==> config.mk <==
export PLATFORM = sky130hd
export DESIGN_NAME = micro_sequencer
export DESIGN_NICKNAME = d
export VERILOG_FILES = /design/src/rtl/micro_sequencer.sv
export SDC_FILE = /design/constraint.sdc
export NUM_CORES = 1
export LEC_CHECK = 0
export BUFFER_PORTS_ARGS = -buffer_cell sky130_fd_sc_hd__buf_4
export CORE_MARGIN = 3
export CORE_UTILIZATION = 53
export CTS_BUF_LIST = sky130_fd_sc_hd__clkbuf_16
export DETAILED_ROUTE_END_ITERATION = 12
export PLACE_DENSITY = 0.81
export SETUP_SLACK_MARGIN = 0.4
export SLEW_MARGIN = 20
export SYNTH_ARGS = -nofsm -noshare
export SYNTH_HDL_FRONTEND = slang
export SYNTH_SLANG_ARGS = --single-unit
==> constraint.sdc <==
create_clock -name clk -period 4.52 [get_ports clk]
set_input_delay 0.452 -clock clk [delete_from_list [all_inputs] [get_ports clk]]
set_output_delay 0.452 -clock clk [all_outputs]
set_load 0.005 [all_outputs]
==> src/rtl/micro_sequencer.sv <==
// Microprogram sequencer for the multicycle ARM datapath: 4-bit micro-PC,
// decode dispatch, instruction-completion strobe, retired count, illegal-op flag.
module micro_sequencer #(
  parameter int unsigned CNT_W = 16
) (
  input  logic             clk,
  input  logic             reset,
  input  logic             stall,
  input  logic [1:0]       op,
  input  logic [5:0]       funct,
  output logic [3:0]       adr,
  output logic             instrDone,
  output logic             illegalOp,
  output logic [CNT_W-1:0] retired
);

  typedef enum logic [3:0] {
    FETCH    = 4'd0,
    DECODE   = 4'd1,
    MEMADR   = 4'd2,
    MEMREAD  = 4'd3,
    MEMWRITE = 4'd4,
    MEMWB    = 4'd5,
    EXECR    = 4'd6,
    EXECI    = 4'd7,
    ALUWB    = 4'd8,
    BRANCH   = 4'd9
  } state_t;

  state_t state, next;
  logic   set_illegal;
  logic   terminal;

  always_ff @(posedge clk or posedge reset) begin
    if (reset) state <= FETCH;
    else       state <= next;
  end

  always_comb begin
    next        = state;
    set_illegal = 1'b0;
    if (!stall) begin
      case (state)
        FETCH:   next = DECODE;
        DECODE: begin
          case (op)
            2'b00:   next = funct[5] ? EXECI : EXECR;
            2'b01:   next = MEMADR;
            2'b10:   next = BRANCH;
            default: begin
              next        = FETCH;
              set_illegal = 1'b1;
            end
          endcase
        end
        MEMADR:  next = funct[0] ? MEMREAD : MEMWRITE;
        MEMREAD: next = MEMWB;
        EXECR:   next = ALUWB;
        EXECI:   next = ALUWB;
        // Terminal states and any unreachable encoding fall back to Fetch.
        default: next = FETCH;
      endcase
    end
  end

  always_comb begin
    adr       = state;
    terminal  = (state == MEMWB) || (state == MEMWRITE) ||
                (state == ALUWB) || (state == BRANCH);
    instrDone = terminal && !stall;
  end

  always_ff @(posedge clk or posedge reset) begin
    if (reset) begin
      retired   <= '0;
      illegalOp <= 1'b0;
    end else begin
      if (instrDone)   retired   <= retired + CNT_W'(1);
      if (set_illegal) illegalOp <= 1'b1;
    end
  end

endmodule
Yosys cells after proc, flatten, opt, wreduce, memory -nomap -nowiden
Cells that the tools add are included.
{"block": "word_totals", "word_cells": 31, "reg_bits": 21, "out_inout_bits": 22}
{"block": "classes", "n_eq_ne": 11, "muxes": 7, "addsub": 1, "reduce_logical": 9}
{"cell": "4-bit case mux with 5 select lines", "count": 1}
{"cell": "16-bit by 1-bit adder with 16-bit output (second input constant)", "count": 1}
{"cell": "4-bit by 3-bit == test with 1-bit output (second input constant)", "count": 4}
{"cell": "4-bit case mux with 3 select lines", "count": 1}
{"cell": "4-bit by 2-bit == test with 1-bit output (second input constant)", "count": 2}
{"cell": "4-bit == test (second input constant)", "count": 2}
{"cell": "4-bit by 1-bit == test with 1-bit output (second input constant)", "count": 1}
{"cell": "4-bit zero test", "count": 1}
{"cell": "1-bit 2-to-1 mux", "count": 4}
{"cell": "1-bit logical OR", "count": 3}
{"cell": "3-bit 2-to-1 mux", "count": 1}
{"cell": "3-bit OR reduction", "count": 1}
{"cell": "2-bit by 1-bit == test with 1-bit output (second input constant)", "count": 1}
{"cell": "2-bit == test (second input constant)", "count": 1}
{"cell": "2-bit zero test", "count": 1}
{"cell": "2-bit OR reduction", "count": 1}
{"cell": "1-bit logical AND", "count": 1}
{"cell": "1-bit zero test", "count": 1}

Depth between registers and ports, before layout
Gate-level depths: netlist (run 1).
{"block": "logic_depth", "ltp_word": 5, "depth_mapped": 6, "depth_no_buf": 5}

Worst setup path before layout (run 1)
No wires, ideal clock.
{"block": "synth_path", "path_type": "input to output", "from": "input port stall", "to": "output port instrDone", "setup_slack_ns": 3.029, "arrival_ns": 1.039, "path_buffers": 1, "path_stages": 4, "path_cell_list": "clkbuf_1 -> nor2_1 -> nand2_4 -> inv_1"}
{"block": "synth_between", "elab_chain_len": 2}
{"element": "from (decl)", "line": "8", "text": "input logic stall,"}
{"element": "1-bit zero test", "line": "70", "text": "instrDone = terminal && !stall;"}
{"element": "1-bit logical AND", "line": "70"}
{"element": "to (decl)", "line": "12", "text": "output logic instrDone,"}
No other way between the ends.

Worst setup path in the final report (run 1)
{"block": "layout_path", "from": "register state[2] (netlist: adr[2])", "to": "output port instrDone"}
{"block": "layout_between", "elab_chain_len": 5}
{"element": "from (decl)", "line": "30", "text": "state_t state, next;"}
{"element": "from (signal assigned)", "line": "36", "text": "else state <= next;"}
{"element": "4-bit by 3-bit == test with 1-bit output", "line": "68", "text": "terminal = (state == MEMWB) || (state == MEMWRITE) ||"}
{"element": "1-bit logical OR (2 in a row)", "line": "68"}
{"element": "1-bit logical OR *", "line": "69", "text": "(state == ALUWB) || (state == BRANCH);"}
{"element": "1-bit logical AND *", "line": "70"}
Mark *: on every way between the ends. The rest lies on a longest branch, timed or not.

==> impl_results.md, run 1 <==
- Class of the tightest hold or removal check: primary input to async pin
- Synth-to-Final Area Change: 30.3%
- Initial antenna violation count: 0
- Worst voltage drop across the vdd grid: 358 uV
- Count of cells resized by post-cts repair: 0
- Starting density of the core: 58.1%
- Synth Register Bits: 21
- Register clock-pin slew on the reported worst setup and hold paths: 0.05 ns
- Sequential cell area fraction in the yosys report: 50.2%
- Post-Syn Area per Cell: 10.9 sq um
- Violation count after the first detailed-routing iteration: 9
- Number of port buffers: 28
- Warnings, synthesis: 0
- DRT Wirelength: 2.12 mm
- Number of nets with antenna violations after routing: 0
- Placed cell areas: 1280 sq um
- CTS tree: built
- Via count of the first global-routing pass: 811
- Final-report max-slew violation count: 0
- RSZ-0062 raised after global routing: false
- Setup total negative slack: 0 ns
- Final HPWL DP: 1.57 mm
- Total core area: 1800 sq um
- Largest net degree at the start of global routing: 22
- Buffer levels on the longest clock path: 2
- Count of inserted antenna diode cells: 0
- Clock skew: 0.00206 ns
- Top cell type by total area after synthesis: sky130_fd_sc_hd__dfrtp_1
- Max-cap violations: 0
- Slew at the pin with the worst max-slew slack: 0.778 ns
- Global-route congestion overflow total: 0
- Ranking of synthesized cells by area: sky130_fd_sc_hd__dfrtp_1 50%, sky130_fd_sc_hd__xnor2_1 6.7%, sky130_fd_sc_hd__nor4_2 6.0%
- Clock period minus final worst setup slack: 1.87 ns
- Wire length of the first global-routing pass: 3.68 mm
- Hold violation count in the final report: 0
- Ys flop type: sky130_fd_sc_hd__dfrtp_1
- Category of the critical setup timing path: register to output port
- Critical Path Fanout Max: 10
- Area share of the largest cell type after synthesis: 50.2%
- Status: complete, no violations
- Inserted Clock Buffers: 3
- Critical path launch point type: register
- Number of nets in the layout: 140
- Routed vias/inst: 5.36
- Die extent in y: 50.4 microns
- Cell area after layout: 1360 sq um
- Number of detailed-route iterations in the first pass: 4
- Die Span X: 50.4 microns
- Data arrival time at the worst-slack endpoint: 1.42 ns
- CTS Hold Buffers Added: 0
- Syn Std Cell Area: 1050 sq um
- Top achievable clock speed: 533 MHz
- Clock insertion delay at the later pin of the skew report: 0.25 ns
- Clk sinks: 21
- P_leak: 0.000674 uW
- Die area: 2540 sq um
- Number of flops mapped to enable cells by yosys: 0
- Synthesized netlist cell count: 96
- Total number of vias: 814
- Tot GR Track Use: 19.4%
- Routability congestion estimate from global placement: 0.736
- Worst slew margin relative to its limit: 48.1%
- Share of synthesized flip-flops with an asynchronous set or reset: 100%
- Wire length per cell after detailed routing: 13.9 microns
- Number of distinct standard cells referenced by the synthesized netlist: 32
- Cell at the root of the clock tree: sky130_fd_sc_hd__clkbuf_16
- # H-tree levels: 1
- Final setup violating endpoints: 0
- Critical path required time: 4.07 ns
- Type of element capturing the critical path: output port
- Post-Synthesis Net Count: 108
- Setup bufs post-CTS: 0
- Row Count: 15
- Top-level I/O count: 33
- DRC Markers: 0
- Share of final-layout standard cells stronger than drive strength 1: 31.5%
- Crit share post-route: 41.5%
- Power density normalized to cell area: 493 nW/um^2
-- state kept, by name, indices dropped and copies added (netlist names) --
| name | count |
|---|---|
| adr | 4 |
| illegalOp | 1 |
| retired | 16 |
-- per-stage QoR --
| stage | util, % | power (uW) | instances | hold slack (ns) | worst slack, ns |
|---|---|---|---|---|---|
| final | 75.6 | 672 | 152 | 0.354 | 2.65 |
| after global routing | 75.6 | 715 | 152 | 0.419 | 2.56 |
| after CTS | 75.6 | 679 | 152 | 0.383 | 2.64 |
| after detailed placement | 71.3 | 494 | 148 | 0.457 | 2.86 |
| after global placement | 71.3 | 485 | 148 | 0.448 | 2.89 |
| after floorplan | - | 397 | 96 | 0.429 | 3.03 |
-- logic make-up (layout without fill, tap and decap cells) --
group	after synthesis	in the layout	synth area share, %
and+or+nand+nor	41	41	25.0
xor gates and xnor gates	16	16	14.1
DFF	21	21	50.2
AOI/OAI and AO/OA	10	10	6.94
buffers and inverters	7	38	2.51
adders and majority gates	1	1	1.20
-- cells in the mapped netlist (2+ instances only) --
cell type                 instances
sky130_fd_sc_hd__dfrtp_1         21
sky130_fd_sc_hd__nand2_1         10
sky130_fd_sc_hd__xnor2_1          8
sky130_fd_sc_hd__xor2_1           7
sky130_fd_sc_hd__inv_1            6
sky130_fd_sc_hd__nor2_1           6
sky130_fd_sc_hd__nor4_2           5
sky130_fd_sc_hd__nand3_1          3
sky130_fd_sc_hd__nand4_1          3
sky130_fd_sc_hd__nor3_1           3
sky130_fd_sc_hd__a21o_1           2
sky130_fd_sc_hd__nor3b_1          2
-- layer usage --
metal | vias up | track usage [%] | part of all wire (%)
met1 | 394 | 23.1 | 43
li1 | 398 | - | -
met5 | - | 0 | 0
met3 | 2 | 3.26 | 4.8
met2 | 20 | 33.5 | 51
met4 | 0 | 9.42 | 0.80
-- area by class of cell --
type	instances	area [sq um]
timing repair buffer	28	210
sequential	21	526
multi-input combinational	68	494
clock buffer	3	75.1
inverter	6	22.5
clock inverter	1	3.75
tap	25	31.3
fill	129	439
-- layout by cell type, fill, tap and decap left out, types with 2 or more instances in the layout --
master | netlist | final
sky130_fd_sc_hd__nor4_2 | 5 | 5
sky130_fd_sc_hd__nor3b_1 | 2 | 2
sky130_fd_sc_hd__dfrtp_1 | 21 | 21
sky130_fd_sc_hd__clkbuf_16 | 0 | 3
sky130_fd_sc_hd__a21o_1 | 2 | 2
sky130_fd_sc_hd__xor2_1 | 7 | 7
sky130_fd_sc_hd__nor2_1 | 6 | 6
sky130_fd_sc_hd__nor3_1 | 3 | 3
sky130_fd_sc_hd__nand3_1 | 3 | 3
sky130_fd_sc_hd__xnor2_1 | 8 | 8
sky130_fd_sc_hd__nand2_1 | 10 | 10
sky130_fd_sc_hd__inv_1 | 6 | 7
sky130_fd_sc_hd__nand4_1 | 3 | 3
sky130_fd_sc_hd__buf_4 | 0 | 28
-- worst paths after layout --
check / start / endpoint / slack [ns] / cells after the start
worst min register to register: retired[15] / retired[15] / 0.47 / 1
worst min-delay path: reset / retired[9] / 0.35 / 2
worst max register to register: retired[0] / retired[12] / 2.84 / 5
worst max-delay path: adr[2] / instrDone / 2.65 / 4
max in group asynchronous: reset / retired[3] / 3.68 / 2
min in group clk: op[1] / adr[1] / 0.43 / 2
-- critical path, cell delays in order, from the launching register on --
cell                      delay [ns]
sky130_fd_sc_hd__dfrtp_1        0.46
sky130_fd_sc_hd__xor2_2         0.31
sky130_fd_sc_hd__nand2_4        0.16
sky130_fd_sc_hd__inv_1          0.13
sky130_fd_sc_hd__buf_4          0.12
-- power breakdown --
part	total, uW	leakage (uW)	internal (uW)	switching [uW]
logic	207	0.000368	105	102
clock network	180	0.0000423	118	62.2
registers	285	0.000263	223	61.5
(Power assumes the default switching activity.)
==> run 2, diff against run 1 <==
--- a/config.mk
+++ b/config.mk
@@ -7,10 +7,10 @@
 export LEC_CHECK = 0
 export BUFFER_PORTS_ARGS = -buffer_cell sky130_fd_sc_hd__buf_4
 export CORE_MARGIN = 3
-export CORE_UTILIZATION = 53
+export CORE_UTILIZATION = 44
 export CTS_BUF_LIST = sky130_fd_sc_hd__clkbuf_16
 export DETAILED_ROUTE_END_ITERATION = 12
-export PLACE_DENSITY = 0.81
+export PLACE_DENSITY = 0.71
 export SETUP_SLACK_MARGIN = 0.4
 export SLEW_MARGIN = 20
 export SYNTH_ARGS = -nofsm -noshare
==> constraint.sdc (replaced) <==
create_clock -name clk -period 1.5 [get_ports clk]
set_input_delay 0.15 -clock clk [delete_from_list [all_inputs] [get_ports clk]]
set_output_delay 0.15 -clock clk [all_outputs]
set_load 0.005 [all_outputs]
==> run 2 against run 1 <==
Flip-flop and latch count did not move. Clock power grew to 3.0 times the previous value. Critical path type is now register to register. Highest routed layer unchanged. Total power rose to 4.1 times the previous value.
==> impl_results.md, run 2 (same netlist as run 1, synthesis figures left out) <==
- Net switching power: 950 uW (+320%)
- Status: complete, no violations
- Critical Path Fanout Max: 4 (-6)
- Number of nets in the layout: 164 (+17%)
- Setup total negative slack: 0 ns (unchanged)
- Register-to-register setup slack: 0.08 ns (-2.76 ns)
- RSZ-0062 raised after global routing: true
- CTS tree: built
- Hold worst-path end: adr[1]
- Wire length per cell after detailed routing: 15.2 microns (+8.9%)
- Slew at the pin with the worst max-slew slack: 0.405 ns (-0.374 ns)
- Clock insertion delay at the later pin of the skew report: 0.25 ns (about the same)
- Global-route congestion overflow total: 0 (unchanged)
- Data arrival time at the worst-slack endpoint: 1.60 ns (+0.18 ns)
- DRT Wirelength: 2.71 mm (+28%)
- Slowest cell on the critical path: sky130_fd_sc_hd__or4b_1
- Critical path launch point type: register
- Cell area after layout: 1770 sq um (+30%)
- Crit Reg-Reg Endpoint: adr[3]
- Number of port buffers: 28 (unchanged)
- Crit Reg-Reg Startpoint: adr[1]
- Worst slew margin relative to its limit: 73.0% (+25 points)
- Placed cell areas: 1410 sq um (+9.9%)
- Register clock-pin slew on the reported worst setup and hold paths: 0.05 ns (about the same)
- Power share of the clock group: 19.8% (-7.0 points)
- Starting density of the core: 46.8% (-11 points)
- Power density normalized to cell area: 1560 nW/um^2 (+220%)
- Top-level I/O count: 33 (unchanged)
- Inserted Clock Buffers: 3 (unchanged)
- Top achievable clock speed: 707 MHz
- Share of final-layout standard cells stronger than drive strength 1: 57.0% (+25 points)
- DRC Markers: 0 (unchanged)
- Worst-path cell chain: nand2b_4, or4b_1, a211oi_2, a21o_1
- Most common library cell in the layout ignoring fill and taps: sky130_fd_sc_hd__buf_4
- Final HPWL DP: 1.66 mm (+5.4%)
- Count of inserted antenna diode cells: 0 (unchanged)
- Die area: 3000 sq um (+18%)
- Category of the critical setup timing path: register to register
- Commonest cells after routing, fill and taps aside: 40 x sky130_fd_sc_hd__buf_4, 18 x sky130_fd_sc_hd__dfrtp_1, 11 x sky130_fd_sc_hd__buf_6
- Worst R2R Path Depth: 4 (-1)
- Violation count after the first detailed-routing iteration: 7 (-2)
- Class of the tightest hold or removal check: primary input to register
- Worst voltage drop across the vdd grid: 1170 uV (+230%)
- Largest register FFs: 16 (unchanged)
- Final-layout worst hold slack: 0.117 ns (-0.237 ns)
- Switching share of total power: 34.4% (+0.83 points)
- Final-report max-slew violation count: 0 (unchanged)
- Total core area: 2230 sq um (+24%)
- Clock skew: 0.00234 ns (+0.000278 ns)
- # H-tree levels: 1 (unchanged)
- Tot GR Track Use: 18.2% (-1.1 points)
- Total number of vias: 936 (+15%)
- Cell at the root of the clock tree: sky130_fd_sc_hd__clkbuf_16
- Worst Path Buf+Inv: 0 (-2)
- Hold violation count in the final report: 0 (unchanged)
- Max-cap violations: 0 (unchanged)
- P_leak: 0.000897 uW (+33%)
- Portion of total power attributed to combinational logic: 50.6% (+20 points)
- Routed vias/inst: 5.23 (-2.4%)
- Register ranked first by flip-flop count: retired
- Type of element capturing the critical path: register
- Maximum single-stage delay on the critical path: 0.49 ns (+0.03 ns)
- Die extent in y: 54.8 microns (+8.6%)
- Synth-to-Final Area Change: 69.5%
- Routability congestion estimate from global placement: 0.787 (+6.9%)
- Row Count: 17 (+2)
- Worst Hold Path Cells: 2
- Final standard cell count with taps included and fillers excluded: 179 (+18%)
- Via count of the first global-routing pass: 849 (+4.7%)
- Top cell family by delay on the critical path: simple AND/OR/NAND/NOR gates
- Clock period minus final worst setup slack: 1.42 ns
- Power Total: 2760 uW (+310%)
- Number of detailed-route iterations in the first pass: 4 (unchanged)
- Beginning of the worst hold path: op[1]
- Wire length of the first global-routing pass: 3.84 mm (+4.3%)
- Die Span X: 54.8 microns (+8.6%)
- Number of nets with antenna violations after routing: 0 (unchanged)
- Internal power component: 1810 uW (+310%)
- Clk sinks: 21 (unchanged)
- Placed cell count: 161 (+8.8%)
- Initial antenna violation count: 0 (unchanged)
- Critical path required time: 1.69 ns (-2.38 ns)
- Crit share post-route: 94.4%
- Largest net degree at the start of global routing: 22 (unchanged)
- Final setup violating endpoints: 0 (unchanged)
- Sequential Power Share: 29.6% (-13 points)
- Buffer levels on the longest clock path: 2 (unchanged)
-- run 2: changes by cell type in the layout (fill, tap and decap cells not counted), moves of 2 or more --
cell	delta
sky130_fd_sc_hd__nand2_1	-2
sky130_fd_sc_hd__buf_4	+12
sky130_fd_sc_hd__nor3b_1	-2
sky130_fd_sc_hd__inv_1	-2
sky130_fd_sc_hd__buf_6	+11
sky130_fd_sc_hd__nor3_1	-3
sky130_fd_sc_hd__nor3_4	+3
sky130_fd_sc_hd__dfrtp_1	-3
sky130_fd_sc_hd__nor4_4	+2
sky130_fd_sc_hd__dfrtp_2	+3
-- run 2: per-stage QoR --
step | util (%) | worst slack (ns)
final | 79.4 | 0.0847
after global routing | 79.4 | 0.0167
after CTS | 72.1 | 0.103
after detailed placement | 63.2 | 0.0927
after global placement | 63.2 | 0.0986
after floorplan | - | 0.108
-- run 2: worst max-delay path by stage --
| stage | startpoint | endpoint | slack, ns | cells after the start |
|---|---|---|---|---|
| finish | adr[1] | adr[3] | 0.08 | 4 |
| global route | adr[1] | adr[3] | 0.02 | 4 |
| CTS | adr[1] | adr[3] | 0.10 | 4 |
| detailed placement | adr[2] | retired[14] | 0.09 | 4 |
| global placement | adr[2] | retired[9] | 0.1 | 4 |
| floorplan | adr[1] | adr[3] | 0.11 | 4 |
-- run 2: final cells by class --
type / instances / area [sq um]
clock buffers: 3 / 75.1
clock inverters: 1 / 3.75
fillers: 129 / 460
inverters: 6 / 25.0
multi-input cells: 68 / 671
flip-flops and latches: 21 / 529
well taps: 28 / 35.0
repair buffers: 52 / 434
-- run 2: power by group through the flow --
stage	logic (uW)	registers (uW)	clock network (uW)
3_5_place_dp	885	807	0
2_1_floorplan	402	853	0
4_1_cts	1100	794	556
5_1_grt	1510	839	580
6_report	1400	818	547
3_3_place_gp	865	802	0
-- run 2: worst register-to-register path: stages, from the launching register on --
cell and delay, ns:
sky130_fd_sc_hd__dfrtp_2 0.43, sky130_fd_sc_hd__nand2b_4 0.15, sky130_fd_sc_hd__or4b_1 0.49, sky130_fd_sc_hd__a211oi_2 0.19, sky130_fd_sc_hd__a21o_1 0.10
-- run 2: per-layer routing --
metal	up-vias	share of wire (%)	global-route usage [%]
met5	-	0	0
met3	5	3.9	3.27
met1	460	41	21.7
met2	21	53	31.9
met4	0	1.5	7.47
li1	450	-	-
-- run 2: what timing repair did --
| action | CTS | global route |
|---|---|---|
| pin swaps | 9 | 6 |
| buffers inserted | 7 | 6 |
| endpoints found under the setup margin | 23 | 28 |
| gates cloned | 0 | 0 |
| gates resized for setup | 15 | 23 |
| hold buffers | 1 | 0 |
| hold endpoints to repair | 21 | 0 |
